**config.mk**
```make
export PLATFORM = sky130hd
export DESIGN_NAME = fifo_dest_flat
export DESIGN_NICKNAME = d
export VERILOG_FILES = /design/src/rtl/dest_pkg.sv /design/src/rtl/fifo_dest_if.sv /design/src/rtl/mem_dp_dest.sv /design/src/rtl/fifo_dest.sv /design/src/flat_wrapper.sv
export SDC_FILE = /design/constraint.sdc
export NUM_CORES = 1
export LEC_CHECK = 0
export CORE_MARGIN = 2
export CORE_UTILIZATION = 55
export CTS_CLUSTER_DIAMETER = 60
export CTS_CLUSTER_SIZE = 20
export DETAILED_ROUTE_END_ITERATION = 6
export DONT_BUFFER_PORTS = 1
export PLACE_DENSITY = 0.76
export SYNTH_ARGS = -nofsm -noshare
export SYNTH_HDL_FRONTEND = slang
export SYNTH_HIERARCHICAL = 1
export SYNTH_SLANG_ARGS = --single-unit
```
**constraint.sdc**
```tcl
create_clock -name clk -period 4.5 [get_ports clk]
set_input_delay 0.45 -clock clk [delete_from_list [all_inputs] [get_ports clk]]
set_output_delay 0.45 -clock clk [all_outputs]
set_load 0.02 [all_outputs]
```
**src/rtl/dest_pkg.sv**
```systemverilog
// Shared constants for the per-destination FIFOs that feed the 2:1 destination mux.
package dest_pkg;

  localparam int DATA_W      = 10;
  localparam int DEST_ADDR_W = 2;
  localparam int DEST_BIT    = 9;
  localparam int PAYLOAD_MSB = 7;

endpackage

```
**src/rtl/fifo_dest_if.sv**
```systemverilog
// Handshake and status bundle between a destination FIFO and its producer/consumer.
interface fifo_dest_if #(
  parameter int ADDR_W = dest_pkg::DEST_ADDR_W
);
  import dest_pkg::*;

  logic              push;
  logic [DATA_W-1:0] data_in;
  logic              pop;
  logic [DATA_W-1:0] data_out;
  logic              valid_out;
  logic              full;
  logic              empty;
  logic              almost_full;
  logic              almost_empty;
  logic [ADDR_W:0]   count;
  logic              error;

  modport slave (
    input  push, data_in, pop,
    output data_out, valid_out, full, empty, almost_full, almost_empty, count, error
  );

  modport master (
    output push, data_in, pop,
    input  data_out, valid_out, full, empty, almost_full, almost_empty, count, error
  );

endinterface

```
**src/rtl/mem_dp_dest.sv**
```systemverilog
// Register-file storage for fifo_dest: synchronous write, combinational read, no reset.
module mem_dp_dest #(
  parameter int DATA_W = 10,
  parameter int ADDR_W = 2
) (
  input  logic              clk,
  input  logic              we,
  input  logic [ADDR_W-1:0] wr_addr,
  input  logic [DATA_W-1:0] wr_data,
  input  logic [ADDR_W-1:0] rd_addr,
  output logic [DATA_W-1:0] rd_data
);

  logic [DATA_W-1:0] mem [1 << ADDR_W];

  always_ff @(posedge clk) begin
    if (we) mem[wr_addr] <= wr_data;
  end

  assign rd_data = mem[rd_addr];

endmodule

```
**src/rtl/fifo_dest.sv**
```systemverilog
// Per-destination FIFO ahead of the 2:1 destination mux: registered read port,
// occupancy-derived status flags and a sticky overflow/underflow flag.
module fifo_dest
  import dest_pkg::*;
#(
  parameter int ADDR_W = DEST_ADDR_W,
  parameter int AF_LVL = 3,
  parameter int AE_LVL = 1
) (
  input  logic        clk,
  input  logic        reset,
  fifo_dest_if.slave  bus
);

  localparam logic [ADDR_W:0] FULL_CNT = (ADDR_W+1)'(1 << ADDR_W);
  localparam logic [ADDR_W:0] AF_CNT   = (ADDR_W+1)'(AF_LVL);
  localparam logic [ADDR_W:0] AE_CNT   = (ADDR_W+1)'(AE_LVL);

  logic [ADDR_W-1:0] wr_ptr;
  logic [ADDR_W-1:0] rd_ptr;
  logic [ADDR_W:0]   count;
  logic [DATA_W-1:0] rd_data;
  logic [DATA_W-1:0] data_out;
  logic              valid_out;
  logic              error;
  logic              push_acc;
  logic              pop_acc;

  // A pop frees a slot in the same edge, so a full FIFO still takes a push alongside it.
  assign pop_acc  = bus.pop && (count != '0);
  assign push_acc = bus.push && ((count != FULL_CNT) || pop_acc);

  mem_dp_dest #(
    .DATA_W (DATA_W),
    .ADDR_W (ADDR_W)
  ) u_mem (
    .clk     (clk),
    .we      (push_acc),
    .wr_addr (wr_ptr),
    .wr_data (bus.data_in),
    .rd_addr (rd_ptr),
    .rd_data (rd_data)
  );

  always_ff @(posedge clk or posedge reset) begin
    if (reset) begin
      wr_ptr    <= '0;
      rd_ptr    <= '0;
      count     <= '0;
      data_out  <= '0;
      valid_out <= 1'b0;
      error     <= 1'b0;
    end else begin
      if (push_acc) wr_ptr <= wr_ptr + 1'b1;
      if (pop_acc) begin
        rd_ptr   <= rd_ptr + 1'b1;
        data_out <= rd_data;
      end
      valid_out <= pop_acc;
      case ({push_acc, pop_acc})
        2'b10:   count <= count + 1'b1;
        2'b01:   count <= count - 1'b1;
        default: count <= count;
      endcase
      if ((bus.push && !push_acc) || (bus.pop && !pop_acc)) error <= 1'b1;
    end
  end

  assign bus.data_out     = data_out;
  assign bus.valid_out    = valid_out;
  assign bus.count        = count;
  assign bus.error        = error;
  assign bus.full         = (count == FULL_CNT);
  assign bus.empty        = (count == '0);
  assign bus.almost_full  = (count >= AF_CNT);
  assign bus.almost_empty = (count <= AE_CNT);

endmodule
```
**src/flat_wrapper.sv**
```systemverilog
// flat-port wrapper written by rule: the top's interface ports become plain ports
module fifo_dest_flat import dest_pkg::*;
#(
  parameter int ADDR_W = DEST_ADDR_W,
  parameter int AF_LVL = 3,
  parameter int AE_LVL = 1
)
  (clk, reset, bus_push, bus_data_in, bus_pop, bus_data_out, bus_valid_out, bus_full, bus_empty, bus_almost_full, bus_almost_empty, bus_count, bus_error);
  fifo_dest_if #(.ADDR_W(ADDR_W)) bus_i ();
  input  logic clk;
  input  logic reset;
  input wire logic [$bits(bus_i.push)-1:0] bus_push;
  input wire logic [$bits(bus_i.data_in)-1:0] bus_data_in;
  input wire logic [$bits(bus_i.pop)-1:0] bus_pop;
  output wire logic [$bits(bus_i.data_out)-1:0] bus_data_out;
  output wire logic [$bits(bus_i.valid_out)-1:0] bus_valid_out;
  output wire logic [$bits(bus_i.full)-1:0] bus_full;
  output wire logic [$bits(bus_i.empty)-1:0] bus_empty;
  output wire logic [$bits(bus_i.almost_full)-1:0] bus_almost_full;
  output wire logic [$bits(bus_i.almost_empty)-1:0] bus_almost_empty;
  output wire logic [$bits(bus_i.count)-1:0] bus_count;
  output wire logic [$bits(bus_i.error)-1:0] bus_error;
  assign bus_i.push = bus_push;
  assign bus_i.data_in = bus_data_in;
  assign bus_i.pop = bus_pop;
  assign bus_data_out = bus_i.data_out;
  assign bus_valid_out = bus_i.valid_out;
  assign bus_full = bus_i.full;
  assign bus_empty = bus_i.empty;
  assign bus_almost_full = bus_i.almost_full;
  assign bus_almost_empty = bus_i.almost_empty;
  assign bus_count = bus_i.count;
  assign bus_error = bus_i.error;
  fifo_dest #(.ADDR_W(ADDR_W), .AF_LVL(AF_LVL), .AE_LVL(AE_LVL)) u_core (.clk(clk), .reset(reset), .bus(bus_i));
endmodule
```
==> key figures, run 1 <==
STA
  • Max-slew violation count: 0
  • Hold Violations, Final: 0
  • Clk_skew: 0.00634 ns
  • Tmin final: 2.66 ns
  • Hold Slack: 0.138 ns
  • Fin crit share: 0.592
  • FMAX: 0.376 GHz
  • Setup tns final: 0 ns
  • Setup violators final: 0
  • Rel. slew slack: 0.402
  • Final worst slack: 1.84 ns
  • Least-Margin Pin Slew: 0.896 ns
  • RSZ-0062 raised after global routing: no

Drt
  • Post-route ant nets: 0
  • Via count: 1109
  • Initial DRT Pass Iterations: 4
  • Drt total wl: 3.82 mm
  • Vias/cell: 5.84
  • Residual DRC count: 0
  • DRT iter0 DRCs: 41
  • Wire per inst: 20.1 microns

Die
  • Die Span X: 69.8 microns
  • Boundary pin count: 33
  • Core Footprint: 0.00409 sq mm
  • Cell Rows: 23
  • Initial Utilization: 0.582
  • Die Area: 0.00487 sq mm
  • Die H: 69.8 microns

Clock tree
  • CTS clk-pin slew, worst paths: 0.06 ns
  • Worst skew pair latency: 0.33 ns
  • TritonCTS buffer count: 9
  • Post-CTS Hold Fix Bufs: 0
  • CTS tree: built
  • CTS resizes: 0
  • Root Buffer: clkbuf_8
  • CTS HTree Levels: 3
  • Setup bufs post-CTS: 0
  • Clock tree buffer depth: 2
  • Clock net sink count: 59

Logic synthesis
  • Post-synthesis register bit count: 59
  • Synthesized area per cell: 18.9 sq um
  • Post-synth EDFFs: 40
  • Main synth FF type: edfxtp_1
  • Sequential element share of the synthesized area: 0.705
  • Ys async rst share: 0.322
  • Post-synthesis cell count: 126
  • Netlist cell types: 26
  • Mapped Area: 0.00238 sq mm
  • Yosys warns: 6
  • Net Count, Synth: 146

Power and ir drop
  • Pwr per Cell Area: 760 mW/mm^2
  • Post-layout power: 2.02 mW
  • Leak: 1.02 nW
  • Maximum ir drop on the vdd rail: 0.425 mV

Critical path
  • Endpoint class of the critical path: register
  • Crit-path slowest cell: nor3b_1
  • Most frequent cell on the critical path: inv_1
  • Worst EP arrival: 2.71 ns
  • Max FO, Critical Path: 6
  • Critical path cell sequence: inv_1, ha_1, nand3b_1, nand2_1, inv_1, nor3b_1, buf_4
  • Critical Path RT: 4.55 ns
  • Worst Path Class, Setup: reg2reg
  • Crit-path max cell delay: 0.75 ns
  • Crit path launch type: register

GRT
  • Total grt overflow: 0
  • Vias in the first global route: 1212
  • Largest net degree at the start of global routing: 20
  • Gr usage total: 0.181
  • First-pass GRT wire length: 6.31 mm
  • Initial antenna violation count: 0

Layout
  • Final #Nets: 155
  • Share of cells above drive strength 1: 0.271
  • Area of the multi-input gates: 646 sq um
  • Area grow syn2layout: 11.9%
  • Antenna diode count: 0
  • Final Util: 0.652
  • Fillers: 286
  • Reg area: 0.00168 sq mm

Status
  • Status: complete, no violations

Placement
  • IO Port Bufs: 0
  • Post-Place Setup Slack: 1.81 ns
  • DP HPWL: 2.57 mm
  • GP Congestion: 0.812

Min path
  • Hold Path Class: in2async

Run
  • Max Cap Viol: 0
## worst max-delay path, delay by kind of cell, from the launching register on
kind,cells,cell delay [ns]
flip-flops,1,0.53
AND/OR/NAND/NOR,3,1.00
adder cells (fa/ha/maj),1,0.30
buffers and inverters,3,0.55
## layer usage
| metal | vias to the layer above | GRT usage | part of all wire |
|---|---|---|---|
| met5 | - | 0 | 0 |
| met2 | 30 | 0.281 | 0.50 |
| li1 | 495 | - | - |
| met1 | 574 | 0.212 | 0.41 |
| met3 | 10 | 0.0828 | 0.069 |
| met4 | 0 | 0.0962 | 0.022 |
## per-stage QoR
step                      area (sq um)  std cells
after floorplan                   2380        126
after global placement            2420        174
after detailed placement          2420        174
after CTS                         2660        190
after global routing              2660        190
final                             2660        190
## report_power, final
group | switching [mW] | internal (mW) | total, mW
Clock | 0.201 | 0.381 | 0.582
Sequential | 0.212 | 0.744 | 0.956
Combinational | 0.217 | 0.268 | 0.485
## cell families (layout without fill, tap and decap cells)
group           Yosys count  after routing  share of synthesized area
compound gates            7              7                     0.0179
xor+xnor                  6              6                     0.0221
fa+ha+maj                 6              6                     0.0315
buf+inv                  11             25                     0.0242
flops                    59             59                      0.705
mux                      20             20                      0.155
simple gates             17             17                     0.0452
## worst paths after layout
path	slack [ns]	cells past startpoint	to	from
max	1.84	7	u_core/u_mem/mem[0][8]$_DFFE_PP_	u_core/bus.count[0]$_DFFE_PP0P_
min	0.14	1	u_core/bus.data_out[8]$_DFFE_PP0P_	reset
max reg2reg	1.84	7	u_core/u_mem/mem[0][8]$_DFFE_PP_	u_core/bus.count[0]$_DFFE_PP0P_
min reg2reg	0.55	1	u_core/wr_ptr[1]$_DFFE_PP0P_	u_core/wr_ptr[1]$_DFFE_PP0P_
max in group asynchronous	3.88	1	u_core/bus.data_out[6]$_DFFE_PP0P_	reset
min in group clk	0.21	0	u_core/u_mem/mem[0][4]$_DFFE_PP_	bus_data_in[4]
## registers in the layout, summed over array words and instances (netlist names)
signal / cells
u_core/u_mem/mem: 40
u_core/bus.count: 3
u_core/bus.data_out: 10
u_core/wr_ptr: 2
u_core/bus.valid_out: 1
u_core/rd_ptr: 2
u_core/bus.error: 1
## layout make-up
type,instances,share of cell area
clock buffer,11,0.0531
multi-input combinational,56,0.242
inverter,8,0.0113
sequential,59,0.629
clock inverter,5,0.0376
tap,50,0.0235
timing repair buffer,1,0.00282
## placed cells by master (no fill, tap or decap), drive strengths merged, types with 2 or more instances in the layout
cell,count
and3b,2
mux2,10
o21ai,2
dfrtp,19
a21oi,2
nand3,2
xnor2,6
bufinv,3
inv,8
clkbuf,11
mux4,10
clkinv,2
ha,6
edfxtp,40
nand2,4
nor2,3
## synthesized netlist by cell type (all sizes together), types with 2 or more instances
cell type	instances	area, sq um
nor2	3	11.3
o21ai	2	10.0
xnor2	6	52.6
buf	2	22.5
dfrtp	19	475
mux4	10	225
nand2	4	22.5
edfxtp	40	1200
nand3	2	10.0
a21oi	2	10.0
ha	6	75.1
mux2	10	143
inv	8	30.0
and3b	2	17.5
Power figures use the tool's default switching activity.
==> run 2, diff against run 1 <==
clock period = 2.6 ns   (was 4.5 ns; I/O delays follow)
==> key figures, run 2 (synthesized netlist as in run 1, its figures left out) <==
Drt
  • Drt total wl: 3.81 mm
  • Initial DRT Pass Iterations: 4
  • Wire per inst: 19.0 microns
  • Vias/cell: 5.58
  • Residual DRC count: 0
  • Post-route ant nets: 0
  • DRT iter0 DRCs: 87
  • Via count: 1116

Die
  • Die Span X: 69.8 microns
  • Boundary pin count: 33
  • Core Footprint: 0.00409 sq mm
  • Die H: 69.8 microns
  • Die Area: 0.00487 sq mm
  • Cell Rows: 23
  • Initial Utilization: 0.582

Layout
  • Largest registers: u_core/u_mem/mem x40, u_core/bus.data_out x10, u_core/bus.count x3
  • Final Non-Filler Cells: 200
  • Biggest register: u_core/u_mem/mem
  • Fillers: 277
  • Largest register FFs: 40
  • Reg area: 0.00168 sq mm
  • Share of cells above drive strength 1: 0.260
  • Most frequent cells in the layout: edfxtp_1, dfrtp_1, mux4_2, clkbuf_8
  • Antenna diode count: 0
  • Area of the multi-input gates: 646 sq um
  • Commonest non-fill, non-tap cell in the layout: edfxtp_1
  • Area grow syn2layout: 13.6%
  • Final #Nets: 165

GRT
  • Vias in the first global route: 1177
  • Gr usage total: 0.171
  • First-pass GRT wire length: 5.90 mm
  • Total grt overflow: 0
  • Initial antenna violation count: 0
  • Largest net degree at the start of global routing: 20

STA
  • RSZ-0062 raised after global routing: no
  • Setup tns final: 0 ns
  • Max-slew violation count: 0
  • Tmin final: 2.23 ns
  • Rel. slew slack: 0.472
  • Setup violators final: 0
  • Hold Violations, Final: 0
  • Clk_skew: 0.0103 ns
  • Final worst slack: 0.368 ns
  • FMAX: 0.448 GHz
  • Least-Margin Pin Slew: 0.791 ns
  • Fin crit share: 0.858

Critical path
  • Most frequent cell on the critical path: inv_1
  • Critical path cell sequence: inv_1, ha_1, nand3b_1, nand2_1, inv_1, and3b_1
  • End of the worst register-to-register path: u_core/u_mem/mem[1][5]$_DFFE_PP_
  • Endpoint class of the critical path: register
  • Crit path launch type: register
  • Crit-path slowest cell: dfrtp_1
  • Worst Path Class, Setup: reg2reg
  • Critical Path RT: 2.56 ns
  • Max FO, Critical Path: 10
  • Worst EP arrival: 2.20 ns
  • Register-to-register setup slack: 0.37 ns
  • Crit-path max cell delay: 0.53 ns
  • Reg2reg start: u_core/bus.count[0]$_DFFE_PP0P_
  • FF-to-FF path depth: 6

Status
  • Status: complete, no violations

Run
  • Max Cap Viol: 0

Placement
  • IO Port Bufs: 0
  • GP Congestion: 0.820
  • DP HPWL: 2.51 mm
  • Post-Place Setup Slack: 0.368 ns
  • DP Cell Count: 176

Min path
  • Hold Crit Endpoint: u_core/u_mem/mem[3][1]$_DFFE_PP_
  • Hold Path Depth: 0
  • Hold Path Class: in2reg
  • Hold_sp: bus_data_in[1]

Clock tree
  • Clock tree buffer depth: 2
  • CTS tree: built
  • Clock net sink count: 59
  • CTS HTree Levels: 3
  • CTS clk-pin slew, worst paths: 0.06 ns
  • Root Buffer: clkbuf_8
  • TritonCTS buffer count: 9
  • Worst skew pair latency: 0.33 ns

Power and ir drop
  • Leak: 1.03 nW
  • Maximum ir drop on the vdd rail: 0.678 mV
  • Pwr per Cell Area: 1220 mW/mm^2
==> run 2: power breakdown <==
group	total [mW]	internal, mW	switching (mW)
registers	1.60	1.29	0.313
logic	0.925	0.488	0.437
clock network	0.780	0.439	0.341
==> run 2: routing by layer <==
layer,routed length (microns),track usage,vias up
li1,-,-,516
met3,224,0.0887,7
met1,1640,0.199,565
met5,0,0,-
met4,58,0.107,0
met2,1880,0.251,28
==> run 2: worst max path at each step <==
| stage | from | to | slack [ns] | cells after the start |
|---|---|---|---|---|
| after floorplan | u_core/bus.count[0]$_DFFE_PP0P_ | u_core/u_mem/mem[0][0]$_DFFE_PP_ | 0.18 | 6 |
| after global placement | u_core/bus.count[0]$_DFFE_PP0P_ | u_core/u_mem/mem[1][6]$_DFFE_PP_ | 0.50 | 6 |
| after detailed placement | u_core/bus.count[0]$_DFFE_PP0P_ | u_core/u_mem/mem[1][6]$_DFFE_PP_ | 0.37 | 6 |
| after CTS | u_core/bus.count[0]$_DFFE_PP0P_ | u_core/u_mem/mem[1][5]$_DFFE_PP_ | 0.37 | 6 |
| after global routing | u_core/bus.count[0]$_DFFE_PP0P_ | u_core/u_mem/mem[1][5]$_DFFE_PP_ | 0.21 | 6 |
| final | u_core/bus.count[0]$_DFFE_PP0P_ | u_core/u_mem/mem[1][5]$_DFFE_PP_ | 0.37 | 6 |
==> run 2: cell type report <==
cell class	count	share of cell area
Sequential cell	59	0.620
Tap cell	50	0.0231
Multi-Input combinational cell	56	0.239
Inverter	8	0.0111
Timing Repair Buffer	11	0.0379
Clock inverter	5	0.0204
Clock buffer	11	0.0486
==> run 2: repair_timing <==
action / in CTS / in global routing
buffers inserted: 0 / 0
gates resized for setup: 0 / 0
hold buffers: 1 / 7
hold endpoints to repair: 19 / 23
==> run 2: worst max-delay path: cells and delay by family (launching register included) <==
family	cells	cell delay [ns]
adders and majority gates	1	0.30
buffers and inverters	2	0.25
DFF	1	0.53
and+or+nand+nor	3	0.77
==> run 2: per-stage QoR <==
step	cell area [sq um]	power, mW	util	hold slack, ns
2_1_floorplan	2380	2.36	-	0.211
3_3_place_gp	2440	2.50	0.596	0.324
3_5_place_dp	2440	2.54	0.596	0.335
4_1_cts	2630	3.33	0.645	0.00409
5_1_grt	2700	3.48	0.662	0.00218
6_report	2700	3.30	0.662	0.0225
